## src/rtl/ghost_dir_picker.sv

```systemverilog
// rtl/ghost_dir_picker.sv - picks a legal ghost direction from a random candidate and the wall mask
// Optional macro GHOST_DIR_REVERSE_EN lets the scan accept the reverse of the current direction.
module ghost_dir_picker #(
  parameter logic [1:0] DIR_RESET = 2'd0
) (
  input  logic       clk,
  input  logic       rst,
  input  logic       tick,
  input  logic [1:0] rand_in,
  input  logic [3:0] walls,
  output logic [1:0] dir,
  output logic       done,
  output logic       busy,
  output logic       stuck
);

  typedef enum logic [1:0] {IDLE, CHECK, FALLBACK, DONE} state_t;

  state_t     state_q, state_d;
  logic [1:0] cand_q, cand_d;
  logic [1:0] tries_q, tries_d;
  logic [3:0] wall_q, wall_d;
  logic [1:0] dir_q, dir_d;
  logic       done_q, done_d;
  logic       busy_q, busy_d;
  logic       stuck_q, stuck_d;

  logic [1:0] rev_dir;
  logic       cand_legal;

  assign rev_dir = dir_q + 2'd2;

`ifdef GHOST_DIR_REVERSE_EN
  assign cand_legal = !wall_q[cand_q];
`else
  assign cand_legal = !wall_q[cand_q] && (cand_q != rev_dir);
`endif

  always_comb begin
    state_d = state_q;
    cand_d  = cand_q;
    tries_d = tries_q;
    wall_d  = wall_q;
    dir_d   = dir_q;
    stuck_d = stuck_q;
    case (state_q)
      IDLE: begin
        // Inputs are captured only here; later changes cannot disturb a pick.
        if (tick) begin
          cand_d  = rand_in;
          wall_d  = walls;
          tries_d = 2'd0;
          stuck_d = 1'b0;
          state_d = CHECK;
        end
      end
      CHECK: begin
        if (cand_legal) begin
          dir_d   = cand_q;
          state_d = DONE;
        end else if (tries_q < 2'd3) begin
          cand_d  = cand_q + 2'd1;
          tries_d = tries_q + 2'd1;
        end else begin
          state_d = FALLBACK;
        end
      end
      FALLBACK: begin
        if (!wall_q[rev_dir]) begin
          dir_d = rev_dir;
        end else begin
          stuck_d = 1'b1;
        end
        state_d = DONE;
      end
      DONE: begin
        state_d = IDLE;
      end
      default: begin
        state_d = IDLE;
      end
    endcase
    done_d = (state_d == DONE);
    busy_d = (state_d != IDLE);
  end

  always_ff @(posedge clk) begin
    if (rst) begin
      state_q <= IDLE;
      cand_q  <= 2'd0;
      tries_q <= 2'd0;
      wall_q  <= 4'd0;
      dir_q   <= DIR_RESET;
      done_q  <= 1'b0;
      busy_q  <= 1'b0;
      stuck_q <= 1'b0;
    end else begin
      state_q <= state_d;
      cand_q  <= cand_d;
      tries_q <= tries_d;
      wall_q  <= wall_d;
      dir_q   <= dir_d;
      done_q  <= done_d;
      busy_q  <= busy_d;
      stuck_q <= stuck_d;
    end
  end

  assign dir   = dir_q;
  assign done  = done_q;
  assign busy  = busy_q;
  assign stuck = stuck_q;

endmodule
```

## config.mk

```make
export PLATFORM = sky130hd
export DESIGN_NAME = ghost_dir_picker
export DESIGN_NICKNAME = d
export VERILOG_FILES = /design/src/rtl/ghost_dir_picker.sv
export SDC_FILE = /design/constraint.sdc
export NUM_CORES = 1
export LEC_CHECK = 0
export BUFFER_PORTS_ARGS = -buffer_cell sky130_fd_sc_hd__buf_4
export CAP_MARGIN = 25
export CORE_AREA = 4 4 50 52
export CTS_CLUSTER_SIZE = 40
export DETAILED_ROUTE_END_ITERATION = 12
export DIE_AREA = 0 0 54 56
export HOLD_SLACK_MARGIN = 0.02
export SLEW_MARGIN = 20
export SYNTH_ARGS = -nofsm -noshare
export SYNTH_HDL_FRONTEND = slang
export SYNTH_SLANG_ARGS = --single-unit
```

## constraint.sdc

```tcl
create_clock -name clk -period 2.3 [get_ports clk]
set_input_delay 0.115 -clock clk [delete_from_list [all_inputs] [get_ports clk]]
set_output_delay 0.115 -clock clk [all_outputs]
set_load 0.02 [all_outputs]
```

Word-level counts from Yosys, hierarchy flattened:

Cells that the tools add are included.

* register bits after elaboration: 15
* input port bits: 9
* output and inout bits: 5
* word-level logic and storage cells: 58

* add/subtract/negate cells: 3
* magnitude comparators: 3
* equal/unequal tests: 11
* multiplexer cells: 22
* reduce and logical (&&, ||, !) cells: 11

Operators with widths (count)
* $mux 2: 11
* $ne 2x2->1 const B: 6
* $pmux 2 s2: 3
* $pmux 2 s4: 1
* $reduce_bool 2->1: 4
* $eq 2x2->1 const B: 3
* $lt 2x3->1 const B: 2
* $reduce_and 3->1: 2
* $add 2x1->2 const B: 2
* $bmux 1 s2: 2
* $mux 1: 4
* $reduce_and 4->1: 1
* $add 2x2->2 const B: 1
* $eq 2x1->1 const B: 1
* $logic_not 2->1: 1
* $lt 2x2->1 const B: 1
* $ne 2x2->1: 1
* $pmux 1 s2: 1
* $reduce_and 2->1: 1
* $logic_and 1x1->1: 1
* $logic_not 1->1: 1

Logic depth before layout (Yosys ltp):

Gate-level depths: netlist of run 1.

* depth after elaboration: 7
* gate-level depth with buffers: 5
* gate-level depth less buffers: 4

Worst setup path after synthesis of run 1:

OpenSTA, ideal clock, no wires.

* kind: register to register
* start point: reg dir_q[1], in the netlist dir[1]
* end point: reg cand_q[1]
* setup time: 93 ps
* data arrival time: 1480 ps
* path slack: 727 ps
* stages on the path, launching flop included: 5
* buffers on the path: 0
* cells stage by stage: dfxtp_1 -> xor2_1 -> a21oi_4 -> or4_1 -> o311ai_2

* word-level cells in the longest chain between the ends: 5

RTL lines
* start, declared: line 23 `logic [1:0] dir_q, dir_d;`
* start signal, assigned: line 102 `dir_q <= dir_d;`
* $add 2x2->2: line 31 `assign rev_dir = dir_q + 2'd2;`
* $ne 2x2->1: line 36 `assign cand_legal = !wall_q[cand_q] && (cand_q != rev_dir);`
* $logic_and 1x1->1: line 36
* $ne 2x2->1 (no source line)
* $reduce_and 4->1 (no source line)
* end signal, assigned: line 99 `cand_q <= cand_d;`
* end, declared: line 20 `logic [1:0] cand_q, cand_d;`

Every way passes these cells.
A chain may end at the register's enable or synchronous reset.

Final worst setup path of run 1:

* start point: reg cand_q[0]
* end point: reg tries_q[1]

* word-level cells in the longest chain between the ends: 6
* elaborated cells on any way between the ends: 7
* those cells by class: 2 x eq/ne; 2 x mux; 3 x reduce/logical

RTL lines
* $bmux 1 s2: line 36
* $mux 1 (not written as such): line 36
* $logic_not 1->1: line 36
* $logic_and 1x1->1 *: line 36
* $ne 2x2->1 (no source line) *
* $reduce_and 4->1 (no source line) *
* end signal, assigned: line 100 `tries_q <= tries_d;`
* end, declared: line 21 `logic [1:0] tries_q, tries_d;`

Mark *: on every way between the ends. The rest lies on a longest branch, timed or not. The select of a mux whose other input is x is not followed.

==> reports/results.txt, run 1 <==
Hold slack: 0.0680 ns
Post-Route WL: 1.77 mm
Fin Setup TNS: 0 ns
Starting density of the core: 0.378
Fmax: 0.572 GHz
Top_reg_cell synth: dfxtp_1
CTS Buffer Depth: 2
Pre-CTS setup slack: 0.575 ns
CTS Sinks: 15
CP Max Fanout: 9
Die W: 54 um
Wire per inst: 13.4 um
ANT nets after route: 0
Initial antenna violation count: 0
Inst Count DP: 128
Core ar.: 2110 um^2
Status: completed
Critical Path End: tries_q[1]$_SDFFE_PP0P_
Slew HR: 0.779
Initial drt markers: 20
Slew @ Worst Pin: 0.332 ns
Post-Syn Instances: 91
Detailed-placement wirelength estimate: 1.25 mm
PnR worst setup slack: 0.552 ns
Arr. time, crit path: 1.97 ns
HP Class: input port to register
Non-filler instance count after layout: 132
Tcrit/Tclk final: 0.760
Mean post-synth cell area: 8.74 um^2
Number of synthesized flops with an enable pin: 0
Ports: 14
Clock insertion delay at the later pin of the skew report: 0.29 ns
Seq cells post-synth: 15
Slew Limit Fails: 0
First-pass GRT wire length: 2.95 mm
TritonCTS clock tree: yes
Synth cell types: 38
Final setup violating endpoints: 0
NumNets Final: 115
Mapped cell area: 796 um^2
Clock-pin slew on the worst setup and hold paths: 0.10 ns
Worst R2R Start: cand_q[0]$_SDFFE_PP0P_
IO Port Bufs: 13
Worst Setup End Kind: register
Worst r2r dst: tries_q[1]$_SDFFE_PP0P_
CTS HTree Levels: 1
FF-to-FF path depth: 4
Grt ovf: 0
Async SR Flop Fraction: 0
Syn Nets: 101
CTS buffer count: 3
Number of diodes: 0
Total Routing Usage GR: 0.129
Via count: 695
Yosys warnings: 0
Row count: 17
Clock Skew: 0.00544 ns
Layout area overhead: 17.5%
Unrepaired setup endpoints after global routing: no
CTS Hold Buffers Added: 0
Peak VDD IR: 0.528 mV
Final hold violations: 0
Number of global-route vias before repair: 644
GP Congestion: 0.781
Post-CTS sizing: 0
Largest net degree at the start of global routing: 16
Post-synthesis sequential area ratio: 0.377
Maxcap violations: 0
Pwr/cell area: 1160 nW/um^2
Worst Path Required: 2.53 ns
Post-CTS setup buffers: 0
Crit path from: cand_q[0]$_SDFFE_PP0P_
CTS root buf: clkbuf_4
Vias per cell: 5.27
Flop2flop setup slack: 0.55 ns
Leakage Power: 0.000354 uW
Setup crit start kind: register
Fin crit period: 1.75 ns
Die Ht: 56 um
Drt pass-1 iters: 4
DRC viols: 0
Worst Path Class, Setup: register to register
DIE AREA: 3020 um^2
Share of layout cells above drive strength 1: 0.221
==> worst min-delay path by stage <==
stage | endpoint | slack [ns] | from | cells after the start
2_1_floorplan | state_q[0]$_SDFF_PP0_ | 0.23 | rst | 1
6_report | wall_q[2]$_SDFFE_PP0P_ | 0.07 | walls[2] | 3
3_3_place_gp | wall_q[1]$_SDFFE_PP0P_ | 0.36 | walls[1] | 3
4_1_cts | wall_q[0]$_SDFFE_PP0P_ | 0.06 | walls[0] | 3
3_5_place_dp | wall_q[0]$_SDFFE_PP0P_ | 0.37 | walls[0] | 3
5_1_grt | wall_q[0]$_SDFFE_PP0P_ | 0.06 | walls[0] | 3
==> power breakdown <==
part	total (uW)	switching, uW	internal, uW
Clock	160	95.8	64.6
Combinational	485	268	217
Sequential	441	110	331
==> cell type report <==
class                           count  area (um^2)
Clock inverter                      1         5.00
Tap cell                           28         35.0
Fill cell                         211         1170
Sequential cell                    15          300
Clock buffer                        3         22.5
Timing Repair Buffer               14          105
Inverter                            1         3.75
Multi-Input combinational cell     70          463
==> per-layer routing <==
layer  wire [um]  share of wire  vias to the layer above  GRT usage
li1            -              -                      359          -
met1         857           0.48                      329      0.179
met2         845           0.48                        5      0.190
met3          53          0.030                        2     0.0268
met4          16         0.0090                        0     0.0534
met5           0              0                        -          0
==> placed cells by master (no fill, tap or decap), types with 2 or more instances in the layout <==
master     n
a21oi_1   10
a211oi_1   2
dfxtp_1   15
nand2_1   15
nor2_1     4
nand2b_1   4
o21ai_0    4
mux2i_1    3
clkbuf_4   3
o211ai_1   2
nor2b_1    3
buf_4     14
==> state kept, by name, indices dropped and copies added (netlist names) <==
signal,count
busy,1
cand_q,2
dir,2
done,1
state_q,2
stuck,1
tries_q,2
wall_q,4
==> cells in the mapped netlist (2+ instances only) <==
cell type	number	share of area
o211ai_1	2	0.019
nor2_1	4	0.019
clkbuf_1	2	0.0094
nor2b_1	3	0.024
a211oi_1	2	0.019
nand2b_1	4	0.031
nand2_1	15	0.071
a21oi_1	10	0.063
mux2i_1	3	0.038
dfxtp_1	15	0.38
o21ai_0	4	0.025
==> kinds of logic after synthesis <==
logic type               count (synthesis)  share of synthesized area
AO/OA/AOI/OAI                           28                      0.250
multiplexers                             5                     0.0802
AND/OR/NAND/NOR                         34                      0.214
adder cells (fa/ha/maj)                  1                     0.0157
XOR/XNOR                                 2                     0.0220
buffers and inverters                    6                     0.0409
flip-flops                              15                      0.377
==> per-stage QoR <==
stage	instance area [um^2]	total power, uW	utilization
2_1_floorplan	796	812	-
3_3_place_gp	907	912	0.431
3_5_place_dp	907	926	0.431
4_1_cts	935	1090	0.444
5_1_grt	935	1170	0.444
6_report	935	1090	0.444
==> critical path, stage by stage, from the launching register on <==
cell and delay [ns]:
dfxtp_1 0.48, mux4_2 0.57, a21oi_4 0.25, o21a_1 0.21, mux2i_1 0.18
No activity file was read; power rests on OpenSTA's default activity.
==> run 2, diff against run 1 <==
--- a/config.mk
+++ b/config.mk
@@ -5,6 +5,7 @@
 export SDC_FILE = /design/constraint.sdc
 export NUM_CORES = 1
 export LEC_CHECK = 0
+export ABC_AREA = 1
 export BUFFER_PORTS_ARGS = -buffer_cell sky130_fd_sc_hd__buf_4
 export CAP_MARGIN = 25
 export CORE_AREA = 4 4 50 52
==> constraint.sdc (replaced) <==
create_clock -name clk -period 1.7 [get_ports clk]
set_input_delay 0.085 -clock clk [delete_from_list [all_inputs] [get_ports clk]]
set_output_delay 0.085 -clock clk [all_outputs]
set_load 0.02 [all_outputs]
==> run 2 against run 1 <==
Compared with the run above: sequential share of layout area fell by 1.1 points; clock skew fell by 0.0037 ns; count of clock-buffer cells in the layout unchanged; critical endpoint is now dir[1]$_SDFFE_PP0P_; largest cell class unchanged.
==> reports/results.txt, run 2 <==
Inst Count DP: 157 (was 128)
Leakage Power: 0.000486 uW (was 0.000354 uW)
PnR worst setup slack: 0.395 ns (was 0.552 ns)
Peak VDD IR: 0.931 mV (was 0.528 mV)
Clock Skew: 0.00173 ns (was 0.00544 ns)
Wire per inst: 10.7 um (was 13.4 um)
Crit path max-delay family: simple AND/OR/NAND/NOR gates (was multiplexers)
Worst path cell trace: nand2_1 > inv_2 > nand4_2 > a21oi_1 > nor2_1 (was mux4_2 > a21oi_4 > o21a_1 > mux2i_1)
Drt pass-1 iters: 4 (unchanged)
Setup crit start kind: register (unchanged)
Synth cell types: 22 (was 38)
Arr. time, crit path: 1.49 ns (was 1.97 ns)
Largest net degree at the start of global routing: 13 (was 16)
Yosys warnings: 0 (unchanged)
Share of layout cells above drive strength 1: 0.239 (was 0.221)
Post-Syn Instances: 118 (was 91)
Die Ht: 56 um (unchanged)
Worst Path Required: 1.88 ns (was 2.53 ns)
Worst Min Path Start: walls[2] (unchanged)
Tcrit/Tclk final: 0.768 (was 0.760)
Synth top cells by count: 31 x nand2_1, 17 x inv_1, 15 x dfxtp_1, 10 x a21oi_1, 10 x nor2_1 (was 15 x dfxtp_1, 15 x nand2_1, 10 x a21oi_1)
DIE AREA: 3020 um^2 (unchanged)
NetSw: 855 uW (was 473 uW)
Ports: 14 (unchanged)
Clock-pin slew on the worst setup and hold paths: 0.10 ns (about the same)
Int Power: 941 uW (was 613 uW)
Worst Setup End Kind: register (unchanged)
Row count: 17 (unchanged)
Critical path's slowest cell: dfxtp_1 (was mux4_2)
Register with the most flip-flops: wall_q (unchanged)
Grt ovf: 0 (unchanged)
Non-filler instance count after layout: 162 (was 132)
CTS Buffer Depth: 2 (unchanged)
Core ar.: 2110 um^2 (unchanged)
Worst R2R Start: state_q[0]$_SDFF_PP0_ (was cand_q[0]$_SDFFE_PP0P_)
Unrepaired setup endpoints after global routing: no (unchanged)
Maxcap violations: 0 (unchanged)
DRC viols: 0 (unchanged)
Top_reg_cell synth: dfxtp_1 (unchanged)
Seq pwr share: 0.335 (was 0.406)
Clk pwr share: 0.117 (was 0.148)
Pwr/cell area: 1860 nW/um^2 (was 1160 nW/um^2)
Number of diodes: 0 (unchanged)
Slew @ Worst Pin: 0.412 ns (was 0.332 ns)
Slew HR: 0.725 (was 0.779)
CTS buffer count: 3 (unchanged)
Total Routing Usage GR: 0.133 (was 0.129)
Async SR Flop Fraction: 0 (unchanged)
Max FFs per register: 4 (unchanged)
Post-Route WL: 1.73 mm (was 1.77 mm)
Worst Path Class, Setup: register to register (unchanged)
Layout area overhead: 20.0% (was 17.5%)
Detailed-placement wirelength estimate: 1.28 mm (was 1.25 mm)
Most frequent cells in the layout: 31 x nand2_1, 17 x inv_1, 15 x dfxtp_1, 13 x buf_4 (was 15 x nand2_1, 15 x dfxtp_1, 14 x buf_4, 10 x a21oi_1)
Vias per cell: 4.63 (was 5.27)
Syn Nets: 128 (was 101)
ANT nets after route: 0 (unchanged)
Most common cell after layout, fill and taps aside: nand2_1
Number of synthesized flops with an enable pin: 0 (unchanged)
Final setup violating endpoints: 0 (unchanged)
Mean post-synth cell area: 6.83 um^2 (was 8.74 um^2)
Leading area contributor after synthesis: dfxtp_1 (unchanged)
Number of global-route vias before repair: 719 (was 644)
Net Sw Frac: 0.476 (was 0.436)
Fmax: 0.766 GHz (was 0.572 GHz)
CTS root buf: clkbuf_4 (unchanged)
Hold slack: 0.0751 ns (was 0.0680 ns)
Status: completed (unchanged)
Fin crit period: 1.31 ns (was 1.75 ns)
NumNets Final: 145 (was 115)
TritonCTS clock tree: yes (unchanged)
Top-area cell type share of the netlist area: 0.373 (was 0.377)
IO Port Bufs: 13 (unchanged)
Crit path from: state_q[0]$_SDFF_PP0_ (was cand_q[0]$_SDFFE_PP0P_)
Pre-CTS setup slack: 0.418 ns (was 0.575 ns)
CTS Sinks: 15 (unchanged)
Mapped cell area: 806 um^2 (was 796 um^2)
GP Congestion: 0.834 (was 0.781)
First-pass GRT wire length: 3.03 mm (was 2.95 mm)
Post-synthesis sequential area ratio: 0.373 (was 0.377)
Fin Setup TNS: 0 ns (unchanged)
HP Class: input port to register (unchanged)
Top-count cell post-synth: nand2_1
Starting density of the core: 0.383 (was 0.378)
Initial antenna violation count: 0 (unchanged)
Max incr delay on CP: 0.40 ns (was 0.57 ns)
Die W: 54 um (unchanged)
Combinational share of power: 0.548 (was 0.447)
Clock insertion delay at the later pin of the skew report: 0.28 ns (was 0.29 ns)
Initial drt markers: 11 (was 20)
Seq cells post-synth: 15 (unchanged)
Slew Limit Fails: 0 (unchanged)
Final hold violations: 0 (unchanged)
Via count: 750 (was 695)
CP Max Fanout: 6 (was 9)
Crit path buf inv count: 1 (was 0)
CTS HTree Levels: 1 (unchanged)
Synth top area cells: dfxtp_1 37%, nand2_1 14%, inv_1 7.9% (was dfxtp_1 38%, nand2_1 7.1%, a21oi_1 6.3%)
==> run 2: cell count changes after synthesis, sizes merged, moves of 3 or more <==
cell,previous run,this run
inv,1,20
nand2,15,34
nor2,5,12
nor2b,3,0
nand2b,4,0
mux2i,3,0
nand3,1,9
o21ai,4,9
==> run 2: what timing repair did <==
item,CTS,global route
buffers inserted,0,0
hold endpoints to repair,3,0
resized for setup,0,0
hold buffers,1,0
==> run 2: path summary, 6_finish.rpt <==
kind / end / slack, ns / cells after the start
worst min register to register: stuck$_SDFFE_PP0P_ / 0.47 / 2
worst max register to register: dir[1]$_SDFFE_PP0P_ / 0.39 / 5
worst min-delay path: wall_q[2]$_SDFFE_PP0P_ / 0.08 / 3
worst max-delay path: dir[1]$_SDFFE_PP0P_ / 0.39 / 5
==> run 2: worst reg2reg max path, stage by stage, from the launching register on <==
cell,delay (ns)
dfxtp_1,0.40
nand2_1,0.16
inv_2,0.16
nand4_2,0.23
a21oi_1,0.19
nor2_1,0.06
==> run 2: kinds of logic after synthesis <==
kind of cell | Yosys count | synth area share
compound gates | 22 | 0.154
xor+xnor | 1 | 0.0109
fa+ha+maj | 1 | 0.0155
buf+inv | 22 | 0.104
flops | 15 | 0.373
simple gates | 57 | 0.343
==> run 2: final cells by class <==
type,count,area (um^2)
fillers,219,1140
multi-input cells,81,422
flip-flops and latches,15,300
repair buffers,14,108
inverters,20,75.1
well taps,28,35.0
clock buffers,3,22.5
clock inverters,1,5.00
==> run 2: per-layer routing <==
| metal | up-vias | part of all wire | track usage |
|---|---|---|---|
| met5 | - | 0 | 0 |
| met4 | 0 | 0.0087 | 0.0641 |
| met3 | 2 | 0.054 | 0.0241 |
| met2 | 14 | 0.45 | 0.206 |
| met1 | 330 | 0.49 | 0.174 |
| li1 | 404 | - | - |
==> run 2: per-stage QoR <==
step	total power, uW	cell area (um^2)	utilization
final	1800	967	0.459
after global routing	1990	967	0.459
after CTS	1810	967	0.459
after detailed placement	1590	930	0.441
after global placement	1580	930	0.441
after floorplan	1370	806	-
==> run 2: power by group through the flow <==
stage	Clock, uW	Sequential (uW)	Combinational, uW
after floorplan	0	640	727
after global placement	0	605	974
after detailed placement	0	607	985
after CTS	219	600	994
after global routing	232	623	1130
final	210	602	984
==> run 3, diff against run 2 <==
--- a/config.mk
+++ b/config.mk
@@ -5,7 +5,7 @@
 export SDC_FILE = /design/constraint.sdc
 export NUM_CORES = 1
 export LEC_CHECK = 0
-export ABC_AREA = 1
+export ABC_AREA = 0
 export BUFFER_PORTS_ARGS = -buffer_cell sky130_fd_sc_hd__buf_4
 export CAP_MARGIN = 25
 export CORE_AREA = 4 4 50 52
==> constraint.sdc (replaced) <==
create_clock -name clk -period 1.4 [get_ports clk]
set_input_delay 0.07 -clock clk [delete_from_list [all_inputs] [get_ports clk]]
set_output_delay 0.07 -clock clk [all_outputs]
set_load 0.02 [all_outputs]
==> run 3 against run 2 <==
Compared with the run above: global-route usage rose by 2.3 points; the flow now finishes with violations (negative setup slack); core utilization is 8.0 points higher; routed wire length grew 20%; largest power group unchanged; via count increased by 6.3%; clock power is 18% higher; largest cell class unchanged; non-clock buffer count up 16; clock skew down 0.0013 ns.
==> reports/results.txt, run 3 (same netlist as run 1, synthesis figures left out) <==
Status: finished, violations left (was completed)
Fin crit period: 1.54 ns (was 1.31 ns)
Setup crit start kind: register (unchanged)
Most frequent cells in the layout: 29 x buf_4, 15 x nand2_1, 11 x dfxtp_1, 10 x a21oi_1 (was 31 x nand2_1, 17 x inv_1, 15 x dfxtp_1, 13 x buf_4)
Post-Route WL: 2.08 mm (was 1.73 mm)
Total Routing Usage GR: 0.156 (was 0.133)
Die Ht: 56 um (unchanged)
Arr. time, crit path: 1.75 ns (was 1.49 ns)
Pwr/cell area: 1960 nW/um^2 (was 1860 nW/um^2)
Non-filler instance count after layout: 149 (was 162)
Violated checks: negative setup slack
Clock Skew: 0.000469 ns (was 0.00173 ns)
Most common cell after layout, fill and taps aside: buf_4 (was nand2_1)
Inst Count DP: 142 (was 157)
Clock-pin slew on the worst setup and hold paths: 0.09 ns (was 0.10 ns)
Slew Limit Fails: 0 (unchanged)
Grt ovf: 0 (unchanged)
CP Max Fanout: 5 (was 6)
CTS Sinks: 15 (unchanged)
Slew HR: 0.824 (was 0.725)
ANT nets after route: 0 (unchanged)
Max FFs per register: 4 (unchanged)
DIE AREA: 3020 um^2 (unchanged)
Hold slack: 0.0324 ns (was 0.0751 ns)
First-pass GRT wire length: 3.55 mm (was 3.03 mm)
Worst Setup End Kind: register (unchanged)
Die W: 54 um (unchanged)
Core ar.: 2110 um^2 (unchanged)
Crit path buf inv count: 0 (was 1)
Maxcap violations: 0 (unchanged)
Fin Setup TNS: -0.680 ns (was 0 ns)
DRC viols: 0 (unchanged)
Share of layout cells above drive strength 1: 0.413 (was 0.239)
CTS Buffer Depth: 2 (unchanged)
Initial antenna violation count: 0 (unchanged)
Tcrit/Tclk final: 1.10 (was 0.768)
Wire per inst: 14.0 um (was 10.7 um)
Drt pass-1 iters: 4 (unchanged)
CTS HTree Levels: 1 (unchanged)
Via count: 797 (was 750)
Vias per cell: 5.35 (was 4.63)
Critical path's slowest cell: mux4_2 (was dfxtp_1)
NumNets Final: 132 (was 145)
Clock insertion delay at the later pin of the skew report: 0.27 ns (was 0.28 ns)
TritonCTS clock tree: yes (unchanged)
CTS root buf: clkbuf_4 (unchanged)
Final hold violations: 0 (unchanged)
Pre-CTS setup slack: -0.174 ns (was 0.418 ns)
Crit path max-delay family: multiplexers (was simple AND/OR/NAND/NOR gates)
Initial drt markers: 10 (was 11)
Largest net degree at the start of global routing: 16 (was 13)
Peak VDD IR: 1.04 mV (was 0.931 mV)
Detailed-placement wirelength estimate: 1.50 mm (was 1.28 mm)
Unrepaired setup endpoints after global routing: yes (was no)
CTS buffer count: 3 (unchanged)
HP Class: input port to register (unchanged)
PnR worst setup slack: -0.141 ns (was 0.395 ns)
Worst Path Required: 1.61 ns (was 1.88 ns)
Row count: 17 (unchanged)
Number of diodes: 0 (unchanged)
IO Port Bufs: 13 (unchanged)
Leakage Power: 0.000449 uW (was 0.000486 uW)
Max incr delay on CP: 0.55 ns (was 0.40 ns)
Worst path cell trace: mux4_2 > a21oi_4 > o21a_1 > mux2i_1 (was nand2_1 > inv_2 > nand4_2 > a21oi_1 > nor2_1)
Starting density of the core: 0.378 (was 0.383)
Register with the most flip-flops: wall_q (unchanged)
Fmax: 0.649 GHz (was 0.766 GHz)
Layout area overhead: 42.6% (was 20.0%)
Worst Path Class, Setup: register to register (unchanged)
Final setup violating endpoints: 8 (was 0)
GP Congestion: 0.846 (was 0.834)
Ports: 14 (unchanged)
Slew @ Worst Pin: 0.256 ns (was 0.412 ns)
Number of global-route vias before repair: 810 (was 719)
CTS Hold Buffers Added: 0 (was 1)
## run 3: layout make-up
cell class / instances / area, um^2
inverter: 1 / 3.75
clock buffer: 4 / 26.3
sequential: 15 / 308
fill: 196 / 971
tap: 28 / 35.0
timing repair buffer: 30 / 229
multi-input combinational: 71 / 533
## run 3: tightest hold or removal path, delay by kind of cell
family	cells	cell delay [ns]
compound gates	1	0.05
simple gates	1	0.04
buf+inv	1	0.11
## run 3: final timing paths
path | start | endpoint | slack, ns | cells after the start
worst max-delay path | cand_q[0]$_SDFFE_PP0P_ | tries_q[1]$_SDFFE_PP0P_ | -0.14 | 4
worst min-delay path | walls[2] | wall_q[2]$_SDFFE_PP0P_ | 0.03 | 3
worst max register to register | cand_q[0]$_SDFFE_PP0P_ | tries_q[1]$_SDFFE_PP0P_ | -0.14 | 4
worst min register to register | tries_q[1]$_SDFFE_PP0P_ | tries_q[1]$_SDFFE_PP0P_ | 0.50 | 2
## run 3: per-layer routing
layer,vias up,track usage,routed length [um]
met4,0,0.0569,13
li1,392,-,-
met5,-,0,0
met3,2,0.0268,73
met2,10,0.246,1050
met1,393,0.208,944
## run 3: through the flow
step	instance area, um^2	power [uW]	utilization
finish	1130	2230	0.539
global route	1130	2390	0.539
CTS	1110	2190	0.529
detailed placement	1020	1740	0.482
global placement	1020	1710	0.482
floorplan	800	1340	-
## run 3: repair_timing
action	4_1_cts	5_1_grt
pin swaps	7	3
setup endpoints to repair	8	8
buffers inserted	2	0
gates cloned	1	0
resized for setup	8	4
## run 3: report_power, final
| part | switching (uW) | total (uW) | internal [uW] |
|---|---|---|---|
| sequential | 109 | 667 | 558 |
| clock | 137 | 248 | 110 |
| combinational | 671 | 1310 | 644 |
